**config.mk**
```make
export PLATFORM = sky130hd
export DESIGN_NAME = hdr_pair_aligner_flat
export DESIGN_NICKNAME = d
export VERILOG_FILES = /design/src/rtl/hdr_pair_aligner_pkg.sv /design/src/rtl/hdr_pair_aligner_if.sv /design/src/rtl/hdr_pair_aligner_pix_fifo.sv /design/src/rtl/hdr_pair_aligner.sv /design/src/flat_wrapper.sv
export SDC_FILE = /design/constraint.sdc
export NUM_CORES = 2
export LEC_CHECK = 0
export ABC_AREA = 1
export CORE_MARGIN = 1.5
export CORE_UTILIZATION = 40
export CTS_CLUSTER_SIZE = 20
export DETAILED_ROUTE_END_ITERATION = 6
export DONT_BUFFER_PORTS = 1
export PLACE_DENSITY = 0.54
export SLEW_MARGIN = 0
export SYNTH_ARGS = -nofsm -noshare
export SYNTH_HDL_FRONTEND = slang
export SYNTH_SLANG_ARGS = --single-unit
```
**constraint.sdc**
```tcl
create_clock -name clk -period 5.53 [get_ports clk]
set_input_delay 1.659 -clock clk [delete_from_list [all_inputs] [get_ports clk]]
set_output_delay 1.659 -clock clk [all_outputs]
set_load 0.005 [all_outputs]
```
**src/rtl/hdr_pair_aligner_pkg.sv**
```systemverilog
`default_nettype none
// =============================================================================
// hdr_pkg : shared types and constants for hdr_pair_aligner  (rev 1.0)
// =============================================================================
package hdr_pkg;

  localparam int CNT_W = 16;

  typedef enum logic [0:0] {
    ALIGN  = 1'b0,
    STREAM = 1'b1
  } state_e;

  // Framing part of a stored entry; the full entry is {eop, sop, r, g, b}.
  typedef struct packed {
    logic eop;
    logic sop;
  } pix_ctl_t;

  function automatic int pix_width(input int dw);
    return 3 * dw + $bits(pix_ctl_t);
  endfunction

endpackage
`default_nettype wire

```
**src/rtl/hdr_pair_aligner_if.sv**
```systemverilog
`default_nettype none
// =============================================================================
// hdr_pair_aligner_if : two Avalon-ST sinks plus the paired source  (rev 1.0)
// =============================================================================
interface hdr_pair_aligner_if #(
  parameter int DATA_WIDTH = 32
);
  logic                  asi_snk_0_valid_i;
  logic                  asi_snk_0_ready_o;
  logic [DATA_WIDTH-1:0] asi_snk_0_data_r_i;
  logic [DATA_WIDTH-1:0] asi_snk_0_data_g_i;
  logic [DATA_WIDTH-1:0] asi_snk_0_data_b_i;
  logic                  asi_snk_0_startofpacket_i;
  logic                  asi_snk_0_endofpacket_i;

  logic                  asi_snk_1_valid_i;
  logic                  asi_snk_1_ready_o;
  logic [DATA_WIDTH-1:0] asi_snk_1_data_r_i;
  logic [DATA_WIDTH-1:0] asi_snk_1_data_g_i;
  logic [DATA_WIDTH-1:0] asi_snk_1_data_b_i;
  logic                  asi_snk_1_startofpacket_i;
  logic                  asi_snk_1_endofpacket_i;

  logic                  aso_src_valid_o;
  logic                  aso_src_startofpacket_o;
  logic                  aso_src_endofpacket_o;
  logic [DATA_WIDTH-1:0] aso_src_0_data_r_o;
  logic [DATA_WIDTH-1:0] aso_src_0_data_g_o;
  logic [DATA_WIDTH-1:0] aso_src_0_data_b_o;
  logic [DATA_WIDTH-1:0] aso_src_1_data_r_o;
  logic [DATA_WIDTH-1:0] aso_src_1_data_g_o;
  logic [DATA_WIDTH-1:0] aso_src_1_data_b_o;

  modport master (
    output asi_snk_0_valid_i, asi_snk_0_data_r_i, asi_snk_0_data_g_i, asi_snk_0_data_b_i,
    output asi_snk_0_startofpacket_i, asi_snk_0_endofpacket_i,
    input  asi_snk_0_ready_o,
    output asi_snk_1_valid_i, asi_snk_1_data_r_i, asi_snk_1_data_g_i, asi_snk_1_data_b_i,
    output asi_snk_1_startofpacket_i, asi_snk_1_endofpacket_i,
    input  asi_snk_1_ready_o,
    input  aso_src_valid_o, aso_src_startofpacket_o, aso_src_endofpacket_o,
    input  aso_src_0_data_r_o, aso_src_0_data_g_o, aso_src_0_data_b_o,
    input  aso_src_1_data_r_o, aso_src_1_data_g_o, aso_src_1_data_b_o
  );

  modport slave (
    input  asi_snk_0_valid_i, asi_snk_0_data_r_i, asi_snk_0_data_g_i, asi_snk_0_data_b_i,
    input  asi_snk_0_startofpacket_i, asi_snk_0_endofpacket_i,
    output asi_snk_0_ready_o,
    input  asi_snk_1_valid_i, asi_snk_1_data_r_i, asi_snk_1_data_g_i, asi_snk_1_data_b_i,
    input  asi_snk_1_startofpacket_i, asi_snk_1_endofpacket_i,
    output asi_snk_1_ready_o,
    output aso_src_valid_o, aso_src_startofpacket_o, aso_src_endofpacket_o,
    output aso_src_0_data_r_o, aso_src_0_data_g_o, aso_src_0_data_b_o,
    output aso_src_1_data_r_o, aso_src_1_data_g_o, aso_src_1_data_b_o
  );

endinterface
`default_nettype wire

```
**src/rtl/hdr_pair_aligner_pix_fifo.sv**
```systemverilog
`default_nettype none
// =============================================================================
// pix_fifo : synchronous FIFO with registered ready, async active-low reset  (rev 1.0)
// =============================================================================
module pix_fifo #(
  parameter int DATA_WIDTH = 98,
  parameter int FIFO_DEPTH = 16
) (
  input  logic                  clk,
  input  logic                  reset_n,
  input  logic                  wr_valid_i,
  input  logic [DATA_WIDTH-1:0] wr_data_i,
  output logic                  ready_o,
  input  logic                  pop_i,
  output logic [DATA_WIDTH-1:0] head_o,
  output logic                  empty_o
);

  localparam int             AW      = $clog2(FIFO_DEPTH);
  localparam logic [AW:0]    DEPTH_C = (AW + 1)'(FIFO_DEPTH);

  logic [DATA_WIDTH-1:0] mem_q [FIFO_DEPTH];
  logic [AW-1:0]         wr_ptr_q;
  logic [AW-1:0]         rd_ptr_q;
  logic [AW:0]           count_q;
  logic [AW:0]           count_d;
  logic                  ready_q;
  logic                  push;
  logic                  pop;

  assign push = wr_valid_i && ready_q;
  assign pop  = pop_i && (count_q != '0);

  always_comb begin
    count_d = count_q;
    case ({push, pop})
      2'b10:   count_d = count_q + 1'b1;
      2'b01:   count_d = count_q - 1'b1;
      default: count_d = count_q;
    endcase
  end

  always_ff @(posedge clk or negedge reset_n) begin
    if (!reset_n) begin
      wr_ptr_q <= '0;
      rd_ptr_q <= '0;
      count_q  <= '0;
      ready_q  <= 1'b0;
    end else begin
      if (push) wr_ptr_q <= wr_ptr_q + 1'b1;
      if (pop)  rd_ptr_q <= rd_ptr_q + 1'b1;
      count_q <= count_d;
      // Ready looks at next occupancy so a full FIFO drops ready on the filling edge.
      ready_q <= (count_d < DEPTH_C);
    end
  end

  always_ff @(posedge clk) begin
    if (push) mem_q[wr_ptr_q] <= wr_data_i;
  end

  assign ready_o = ready_q;
  assign head_o  = mem_q[rd_ptr_q];
  assign empty_o = (count_q == '0);

endmodule
`default_nettype wire

```
**src/rtl/hdr_pair_aligner.sv**
```systemverilog
`default_nettype none
// =============================================================================
// hdr_pair_aligner : aligns two exposure streams on sop into one paired stream  (rev 1.0)
// Optional frame/error counters with `define HDR_PAIR_STATS_EN.
// =============================================================================
module hdr_pair_aligner
  import hdr_pkg::*;
#(
  parameter int DATA_WIDTH = 32,
  parameter int FIFO_DEPTH = 16
) (
  input  logic              clk,
  input  logic              reset_n,
  hdr_pair_aligner_if.slave bus,
  output logic              err_o
`ifdef HDR_PAIR_STATS_EN
  ,
  output logic [CNT_W-1:0]  frame_cnt_o,
  output logic [CNT_W-1:0]  err_cnt_o
`endif
);

  localparam int ENTRY_W = pix_width(DATA_WIDTH);

  typedef struct packed {
    pix_ctl_t              ctl;
    logic [DATA_WIDTH-1:0] r;
    logic [DATA_WIDTH-1:0] g;
    logic [DATA_WIDTH-1:0] b;
  } pix_t;

  pix_t   wr0, wr1, head0, head1;
  logic   empty0, empty1;
  logic   rdy0, rdy1;
  logic   pop0, pop1;
  logic   both_v;
  logic   emit, sop_d, eop_d, err_d;
  state_e state_q, state_d;

  logic                  valid_q, sop_q, eop_q, err_q;
  logic [DATA_WIDTH-1:0] r0_q, g0_q, b0_q, r1_q, g1_q, b1_q;

  assign wr0 = {bus.asi_snk_0_endofpacket_i, bus.asi_snk_0_startofpacket_i,
                bus.asi_snk_0_data_r_i, bus.asi_snk_0_data_g_i, bus.asi_snk_0_data_b_i};
  assign wr1 = {bus.asi_snk_1_endofpacket_i, bus.asi_snk_1_startofpacket_i,
                bus.asi_snk_1_data_r_i, bus.asi_snk_1_data_g_i, bus.asi_snk_1_data_b_i};

  pix_fifo #(
    .DATA_WIDTH (ENTRY_W),
    .FIFO_DEPTH (FIFO_DEPTH)
  ) u_fifo0 (
    .clk        (clk),
    .reset_n    (reset_n),
    .wr_valid_i (bus.asi_snk_0_valid_i),
    .wr_data_i  (wr0),
    .ready_o    (rdy0),
    .pop_i      (pop0),
    .head_o     (head0),
    .empty_o    (empty0)
  );

  pix_fifo #(
    .DATA_WIDTH (ENTRY_W),
    .FIFO_DEPTH (FIFO_DEPTH)
  ) u_fifo1 (
    .clk        (clk),
    .reset_n    (reset_n),
    .wr_valid_i (bus.asi_snk_1_valid_i),
    .wr_data_i  (wr1),
    .ready_o    (rdy1),
    .pop_i      (pop1),
    .head_o     (head1),
    .empty_o    (empty1)
  );

  assign bus.asi_snk_0_ready_o = rdy0;
  assign bus.asi_snk_1_ready_o = rdy1;
  assign both_v = !empty0 && !empty1;

  always_ff @(posedge clk or negedge reset_n) begin
    if (!reset_n) state_q <= ALIGN;
    else          state_q <= state_d;
  end

  always_comb begin
    state_d = state_q;
    case (state_q)
      ALIGN: begin
        if (both_v && head0.ctl.sop && head1.ctl.sop && !(head0.ctl.eop && head1.ctl.eop))
          state_d = STREAM;
      end
      STREAM: begin
        if (both_v && (head0.ctl.sop || head1.ctl.sop || head0.ctl.eop || head1.ctl.eop))
          state_d = ALIGN;
      end
      default: state_d = ALIGN;
    endcase
  end

  always_comb begin
    pop0  = 1'b0;
    pop1  = 1'b0;
    emit  = 1'b0;
    sop_d = 1'b0;
    eop_d = 1'b0;
    err_d = 1'b0;
    case (state_q)
      ALIGN: begin
        if (both_v && head0.ctl.sop && head1.ctl.sop) begin
          pop0  = 1'b1;
          pop1  = 1'b1;
          emit  = 1'b1;
          sop_d = 1'b1;
          eop_d = head0.ctl.eop && head1.ctl.eop;
        end else begin
          // Each side independently drops beats until it reaches a frame start.
          pop0 = !empty0 && !head0.ctl.sop;
          pop1 = !empty1 && !head1.ctl.sop;
        end
      end
      STREAM: begin
        if (both_v) begin
          if (head0.ctl.sop || head1.ctl.sop) begin
            err_d = 1'b1;
          end else begin
            pop0  = 1'b1;
            pop1  = 1'b1;
            emit  = 1'b1;
            eop_d = head0.ctl.eop || head1.ctl.eop;
            err_d = head0.ctl.eop ^ head1.ctl.eop;
          end
        end
      end
      default: ;
    endcase
  end

  always_ff @(posedge clk or negedge reset_n) begin
    if (!reset_n) begin
      valid_q <= 1'b0;
      sop_q   <= 1'b0;
      eop_q   <= 1'b0;
      err_q   <= 1'b0;
      r0_q    <= '0;
      g0_q    <= '0;
      b0_q    <= '0;
      r1_q    <= '0;
      g1_q    <= '0;
      b1_q    <= '0;
    end else begin
      valid_q <= emit;
      sop_q   <= emit && sop_d;
      eop_q   <= emit && eop_d;
      err_q   <= err_d;
      r0_q    <= emit ? head0.r : '0;
      g0_q    <= emit ? head0.g : '0;
      b0_q    <= emit ? head0.b : '0;
      r1_q    <= emit ? head1.r : '0;
      g1_q    <= emit ? head1.g : '0;
      b1_q    <= emit ? head1.b : '0;
    end
  end

  assign bus.aso_src_valid_o         = valid_q;
  assign bus.aso_src_startofpacket_o = sop_q;
  assign bus.aso_src_endofpacket_o   = eop_q;
  assign bus.aso_src_0_data_r_o      = r0_q;
  assign bus.aso_src_0_data_g_o      = g0_q;
  assign bus.aso_src_0_data_b_o      = b0_q;
  assign bus.aso_src_1_data_r_o      = r1_q;
  assign bus.aso_src_1_data_g_o      = g1_q;
  assign bus.aso_src_1_data_b_o      = b1_q;
  assign err_o                       = err_q;

`ifdef HDR_PAIR_STATS_EN
  logic [CNT_W-1:0] frame_cnt_q;
  logic [CNT_W-1:0] err_cnt_q;

  always_ff @(posedge clk or negedge reset_n) begin
    if (!reset_n) begin
      frame_cnt_q <= '0;
      err_cnt_q   <= '0;
    end else begin
      if (emit && eop_d) frame_cnt_q <= frame_cnt_q + 1'b1;
      if (err_d)         err_cnt_q   <= err_cnt_q + 1'b1;
    end
  end

  assign frame_cnt_o = frame_cnt_q;
  assign err_cnt_o   = err_cnt_q;
`endif

endmodule
`default_nettype wire
```
**src/flat_wrapper.sv**
```systemverilog
// flat-port wrapper written by rule: the top's interface ports become plain ports
module hdr_pair_aligner_flat import hdr_pkg::*;
#(
  parameter int DATA_WIDTH = 32,
  parameter int FIFO_DEPTH = 16
)
  (clk, reset_n, err_o, bus_asi_snk_0_valid_i, bus_asi_snk_0_data_r_i, bus_asi_snk_0_data_g_i, bus_asi_snk_0_data_b_i, bus_asi_snk_0_startofpacket_i, bus_asi_snk_0_endofpacket_i, bus_asi_snk_0_ready_o, bus_asi_snk_1_valid_i, bus_asi_snk_1_data_r_i, bus_asi_snk_1_data_g_i, bus_asi_snk_1_data_b_i, bus_asi_snk_1_startofpacket_i, bus_asi_snk_1_endofpacket_i, bus_asi_snk_1_ready_o, bus_aso_src_valid_o, bus_aso_src_startofpacket_o, bus_aso_src_endofpacket_o, bus_aso_src_0_data_r_o, bus_aso_src_0_data_g_o, bus_aso_src_0_data_b_o, bus_aso_src_1_data_r_o, bus_aso_src_1_data_g_o, bus_aso_src_1_data_b_o);
  hdr_pair_aligner_if #(.DATA_WIDTH(DATA_WIDTH)) bus_i ();
  input  logic clk;
  input  logic reset_n;
  output logic err_o;
  input wire logic [$bits(bus_i.asi_snk_0_valid_i)-1:0] bus_asi_snk_0_valid_i;
  input wire logic [$bits(bus_i.asi_snk_0_data_r_i)-1:0] bus_asi_snk_0_data_r_i;
  input wire logic [$bits(bus_i.asi_snk_0_data_g_i)-1:0] bus_asi_snk_0_data_g_i;
  input wire logic [$bits(bus_i.asi_snk_0_data_b_i)-1:0] bus_asi_snk_0_data_b_i;
  input wire logic [$bits(bus_i.asi_snk_0_startofpacket_i)-1:0] bus_asi_snk_0_startofpacket_i;
  input wire logic [$bits(bus_i.asi_snk_0_endofpacket_i)-1:0] bus_asi_snk_0_endofpacket_i;
  output wire logic [$bits(bus_i.asi_snk_0_ready_o)-1:0] bus_asi_snk_0_ready_o;
  input wire logic [$bits(bus_i.asi_snk_1_valid_i)-1:0] bus_asi_snk_1_valid_i;
  input wire logic [$bits(bus_i.asi_snk_1_data_r_i)-1:0] bus_asi_snk_1_data_r_i;
  input wire logic [$bits(bus_i.asi_snk_1_data_g_i)-1:0] bus_asi_snk_1_data_g_i;
  input wire logic [$bits(bus_i.asi_snk_1_data_b_i)-1:0] bus_asi_snk_1_data_b_i;
  input wire logic [$bits(bus_i.asi_snk_1_startofpacket_i)-1:0] bus_asi_snk_1_startofpacket_i;
  input wire logic [$bits(bus_i.asi_snk_1_endofpacket_i)-1:0] bus_asi_snk_1_endofpacket_i;
  output wire logic [$bits(bus_i.asi_snk_1_ready_o)-1:0] bus_asi_snk_1_ready_o;
  output wire logic [$bits(bus_i.aso_src_valid_o)-1:0] bus_aso_src_valid_o;
  output wire logic [$bits(bus_i.aso_src_startofpacket_o)-1:0] bus_aso_src_startofpacket_o;
  output wire logic [$bits(bus_i.aso_src_endofpacket_o)-1:0] bus_aso_src_endofpacket_o;
  output wire logic [$bits(bus_i.aso_src_0_data_r_o)-1:0] bus_aso_src_0_data_r_o;
  output wire logic [$bits(bus_i.aso_src_0_data_g_o)-1:0] bus_aso_src_0_data_g_o;
  output wire logic [$bits(bus_i.aso_src_0_data_b_o)-1:0] bus_aso_src_0_data_b_o;
  output wire logic [$bits(bus_i.aso_src_1_data_r_o)-1:0] bus_aso_src_1_data_r_o;
  output wire logic [$bits(bus_i.aso_src_1_data_g_o)-1:0] bus_aso_src_1_data_g_o;
  output wire logic [$bits(bus_i.aso_src_1_data_b_o)-1:0] bus_aso_src_1_data_b_o;
  assign bus_i.asi_snk_0_valid_i = bus_asi_snk_0_valid_i;
  assign bus_i.asi_snk_0_data_r_i = bus_asi_snk_0_data_r_i;
  assign bus_i.asi_snk_0_data_g_i = bus_asi_snk_0_data_g_i;
  assign bus_i.asi_snk_0_data_b_i = bus_asi_snk_0_data_b_i;
  assign bus_i.asi_snk_0_startofpacket_i = bus_asi_snk_0_startofpacket_i;
  assign bus_i.asi_snk_0_endofpacket_i = bus_asi_snk_0_endofpacket_i;
  assign bus_asi_snk_0_ready_o = bus_i.asi_snk_0_ready_o;
  assign bus_i.asi_snk_1_valid_i = bus_asi_snk_1_valid_i;
  assign bus_i.asi_snk_1_data_r_i = bus_asi_snk_1_data_r_i;
  assign bus_i.asi_snk_1_data_g_i = bus_asi_snk_1_data_g_i;
  assign bus_i.asi_snk_1_data_b_i = bus_asi_snk_1_data_b_i;
  assign bus_i.asi_snk_1_startofpacket_i = bus_asi_snk_1_startofpacket_i;
  assign bus_i.asi_snk_1_endofpacket_i = bus_asi_snk_1_endofpacket_i;
  assign bus_asi_snk_1_ready_o = bus_i.asi_snk_1_ready_o;
  assign bus_aso_src_valid_o = bus_i.aso_src_valid_o;
  assign bus_aso_src_startofpacket_o = bus_i.aso_src_startofpacket_o;
  assign bus_aso_src_endofpacket_o = bus_i.aso_src_endofpacket_o;
  assign bus_aso_src_0_data_r_o = bus_i.aso_src_0_data_r_o;
  assign bus_aso_src_0_data_g_o = bus_i.aso_src_0_data_g_o;
  assign bus_aso_src_0_data_b_o = bus_i.aso_src_0_data_b_o;
  assign bus_aso_src_1_data_r_o = bus_i.aso_src_1_data_r_o;
  assign bus_aso_src_1_data_g_o = bus_i.aso_src_1_data_g_o;
  assign bus_aso_src_1_data_b_o = bus_i.aso_src_1_data_b_o;
  hdr_pair_aligner #(.DATA_WIDTH(DATA_WIDTH), .FIFO_DEPTH(FIFO_DEPTH)) u_core (.clk(clk), .reset_n(reset_n), .bus(bus_i), .err_o(err_o));
endmodule
```
==> impl_metrics.toml <==
[outcome]
status = "finished with violations"
violations = "DRC"

[worst_setup_path]
reg2reg_depth = 7
cp_top_family = "buffers and inverters"
r2r_setup_slack_ps = 1310
cp-startpoint = "u_core.u_fifo0.rd_ptr_q[0]$_DFFE_PN0P_"
required_ps = 6380
endpoint = "u_core.bus.aso_src_0_data_g_o[12]$_DFF_PN0_"
critical-path-max-stage-delay_ps = 900
critical_path.slowest_cell = "buf_4"
start_kind = "register"
r2r-start = "u_core.u_fifo0.rd_ptr_q[0]$_DFFE_PN0P_"
worst-path-stages = 7
cp_data_arrival_time_ps = 5070
reg2reg_to = "u_core.bus.aso_src_0_data_g_o[12]$_DFF_PN0_"
end_kind = "register"
path_max_fanout = 227
path_class = "register to register"
path_cells = "inv_8 -> buf_12 -> buf_4 -> a21oi_1 -> o311ai_0 -> nand2_1 -> nor2_1"
path_buf_inv = 3

[sta]
slew_violations = 0
max_freq_ghz = 0.237
worst_pin_slew_ps = 1480
period_minus_slack_ps = 4220
worst_slack_ps = 1310
setup_violations = 0
finalClockSkew_ps = 38.0
final_hold_viol_count = 0
fin_crit_sh_pct = 76.3
relSlewSlack_pct = 1.25
timing.hold.ws_ps = 446
fin_setup_tns_ps = 0
rsz0062_at_grt = "false"

[cts]
post_cts_resized = 0
root_buffer = "clkbuf_16"
numClockSinks = 3361
htreeDepth = 5
cts_tree = "yes"
cts_buffer_depth = 4
cts_hold_buf = 0
path_clk_slew_ps = 60
cts_inserted_buffers = 357
cts_setup_buffers = 0
clock_latency_ps = 940

[worst_hold_path]
hold_class = "primary input to async pin"

[drt]
wl_um = 353000
drc = 60
ant_nets = 0
wl_per_cell_um = 24.8
avgViaCountPerCell = 5.51
firstDrtPassIters = 7
drt_iter0_drc = 7212
num_vias = 78300

[global_routing]
grt_pass1_vias = 78100
grt_max_degree = 242
antenna_found_initial = 11
grt_use_total_pct = 21.0
overflow = 0
grt_first_pass_wirelength_um = 520000

[die]
coreArea_mm2 = 0.324
ioPinCount = 398
die_x_um = 574
die-area_mm2 = 0.329
die_h_um = 574
rows = 209
start_util_pct = 40.2

[power_and_ir_drop]
p_comb_share_pct = 29.4
netSwitchingFraction_pct = 35.1
p_leak_nw = 49.9
irDropWorstVdd_mv = 0.604
p_switching_mw = 27.2
power.internal_mw = 50.4
seqPwrFrac_pct = 39.7
p_per_area_mw_per_mm2 = 530
power_mw = 77.6
p_clk_share_pct = 30.9

[logic_synthesis]
synth_nets = 9974
syn_area_per_cell_um2 = 13.4
syn-cell-area_mm2 = 0.130
synth_cells = 9752
synth_seq_cells = 3361
ys_types = 35
yosysWarnings = 0
synth_edf_count = 3136
synthFlopType = "edfxtp_1"
ys_seq_area_share_pct = 76.7
async_flop_share_pct = 6.69

[finish]
nets = 9801
final_area_mm2 = 0.146
synthToLayoutAreaGrowth_pct = 12.5
drive_above_1_share_pct = 7.19
fillCellCount = 28600

[placed_design]
portBuffers = 0
place.detailed.hpwl_um = 168000
dpl-instance-area_mm2 = 0.135
gp_congestion = 0.757
dp_slack_ps = 1500

[job]
maxCapViolCount = 0
==> cells by family after synthesis <==
family | after synthesis | share of synthesized area, %
AOI/OAI and AO/OA | 1748 | 8.76
xor gates and xnor gates | 15 | 0.101
adders and majority gates | 22 | 0.223
buffers and inverters | 727 | 2.38
DFF | 3361 | 76.7
and+or+nand+nor | 3879 | 11.9
==> synth_stat cells (121+ instances only) <==
master / number / share of area [%]
dfrtp_1: 225 / 4.3
a32o_1: 243 / 1.9
clkbuf_1: 341 / 0.98
nand3_1: 688 / 2.6
a21oi_1: 876 / 3.4
o211ai_1: 201 / 1.2
o311ai_0: 121 / 0.81
buf_2: 241 / 0.93
a22oi_1: 147 / 0.85
nor2_1: 343 / 0.99
nand2_1: 2832 / 8.2
edfxtp_1: 3136 / 72
==> how the worst min path moves through the flow <==
stage,slack [ps],end,start
after floorplan,450,u_core.u_fifo0.count_q[0]$_DFFE_PN0P_,u_core.u_fifo0.count_q[0]$_DFFE_PN0P_
after global placement,470,u_core.u_fifo0.count_q[0]$_DFFE_PN0P_,u_core.u_fifo0.count_q[0]$_DFFE_PN0P_
after detailed placement,470,u_core.u_fifo0.count_q[0]$_DFFE_PN0P_,u_core.u_fifo0.count_q[0]$_DFFE_PN0P_
after CTS,360,u_core.bus.aso_src_1_data_g_o[3]$_DFF_PN0_,reset_n
after global routing,390,u_core.bus.aso_src_1_data_b_o[26]$_DFF_PN0_,reset_n
final,450,u_core.bus.aso_src_1_data_g_o[3]$_DFF_PN0_,reset_n
==> cell type report <==
| cell class | count | area (um^2) | area share, % |
|---|---|---|---|
| sequential | 3361 | 99800 | 68.2 |
| multi-input combinational | 5664 | 27500 | 18.8 |
| clock buffer | 505 | 9880 | 6.75 |
| tap | 4325 | 5410 | 3.69 |
| clock inverter | 161 | 1880 | 1.28 |
| timing repair buffer | 137 | 1640 | 1.12 |
| inverter | 58 | 265 | 0.181 |
| antenna | 4 | 10.0 | 0.00683 |
==> cells in the final DEF, fill, tap and decap left out, types with 39 or more instances in the layout <==
cell type	n
edfxtp_1	3136
nand3_1	688
buf_4	88
a21oi_1	876
clkinv_2	56
nor2_1	311
o21ai_0	112
dfrtp_1	217
clkinv_1	39
nand2_1	2832
inv_1	50
a32o_1	243
clkbuf_16	359
o211ai_1	201
clkbuf_1	111
o311ai_0	121
a22oi_1	147
buf_12	49
==> through the flow <==
stage / cells / util, %
floorplan: 9752 / -
detailed placement: 13500 / 41.6
global route: 14200 / 45.2
finish: 14200 / 45.2
CTS: 14200 / 45.2
global placement: 13500 / 41.6
==> power groups by stage <==
stage	clock network [mW]	registers [mW]	logic [mW]
3_5_place_dp	0	31.3	22.9
4_1_cts	24.4	30.8	23.0
5_1_grt	25.4	30.9	25.2
3_3_place_gp	0	31.3	22.7
6_report	24.0	30.8	22.8
2_1_floorplan	0	31.0	15.9
==> state kept, by name, summed over array words and instances, names as in the netlist, 4 cells and up, named ones only <==
register                       flops
u_core.bus.aso_src_1_data_r_o     32
u_core.u_fifo0.rd_ptr_q            4
u_core.u_fifo0.count_q             4
u_core.bus.aso_src_0_data_b_o     32
u_core.u_fifo1.count_q             4
u_core.bus.aso_src_0_data_r_o     32
u_core.u_fifo0.wr_ptr_q            4
u_core.u_fifo1.mem_q            1568
u_core.bus.aso_src_1_data_g_o     32
u_core.bus.aso_src_1_data_b_o     32
u_core.u_fifo0.mem_q            1568
u_core.u_fifo1.wr_ptr_q            4
u_core.bus.aso_src_0_data_g_o     32
u_core.u_fifo1.rd_ptr_q            4
==> per-layer routing <==
layer	track usage (%)	up-vias	routed length [um]
met5	0	-	0
met4	5.17	0	8080
met3	4.58	470	25700
met2	35.3	2298	170000
met1	27.7	40000	149000
li1	-	35500	-
Note: power is estimated with default switching activity, not from simulation.
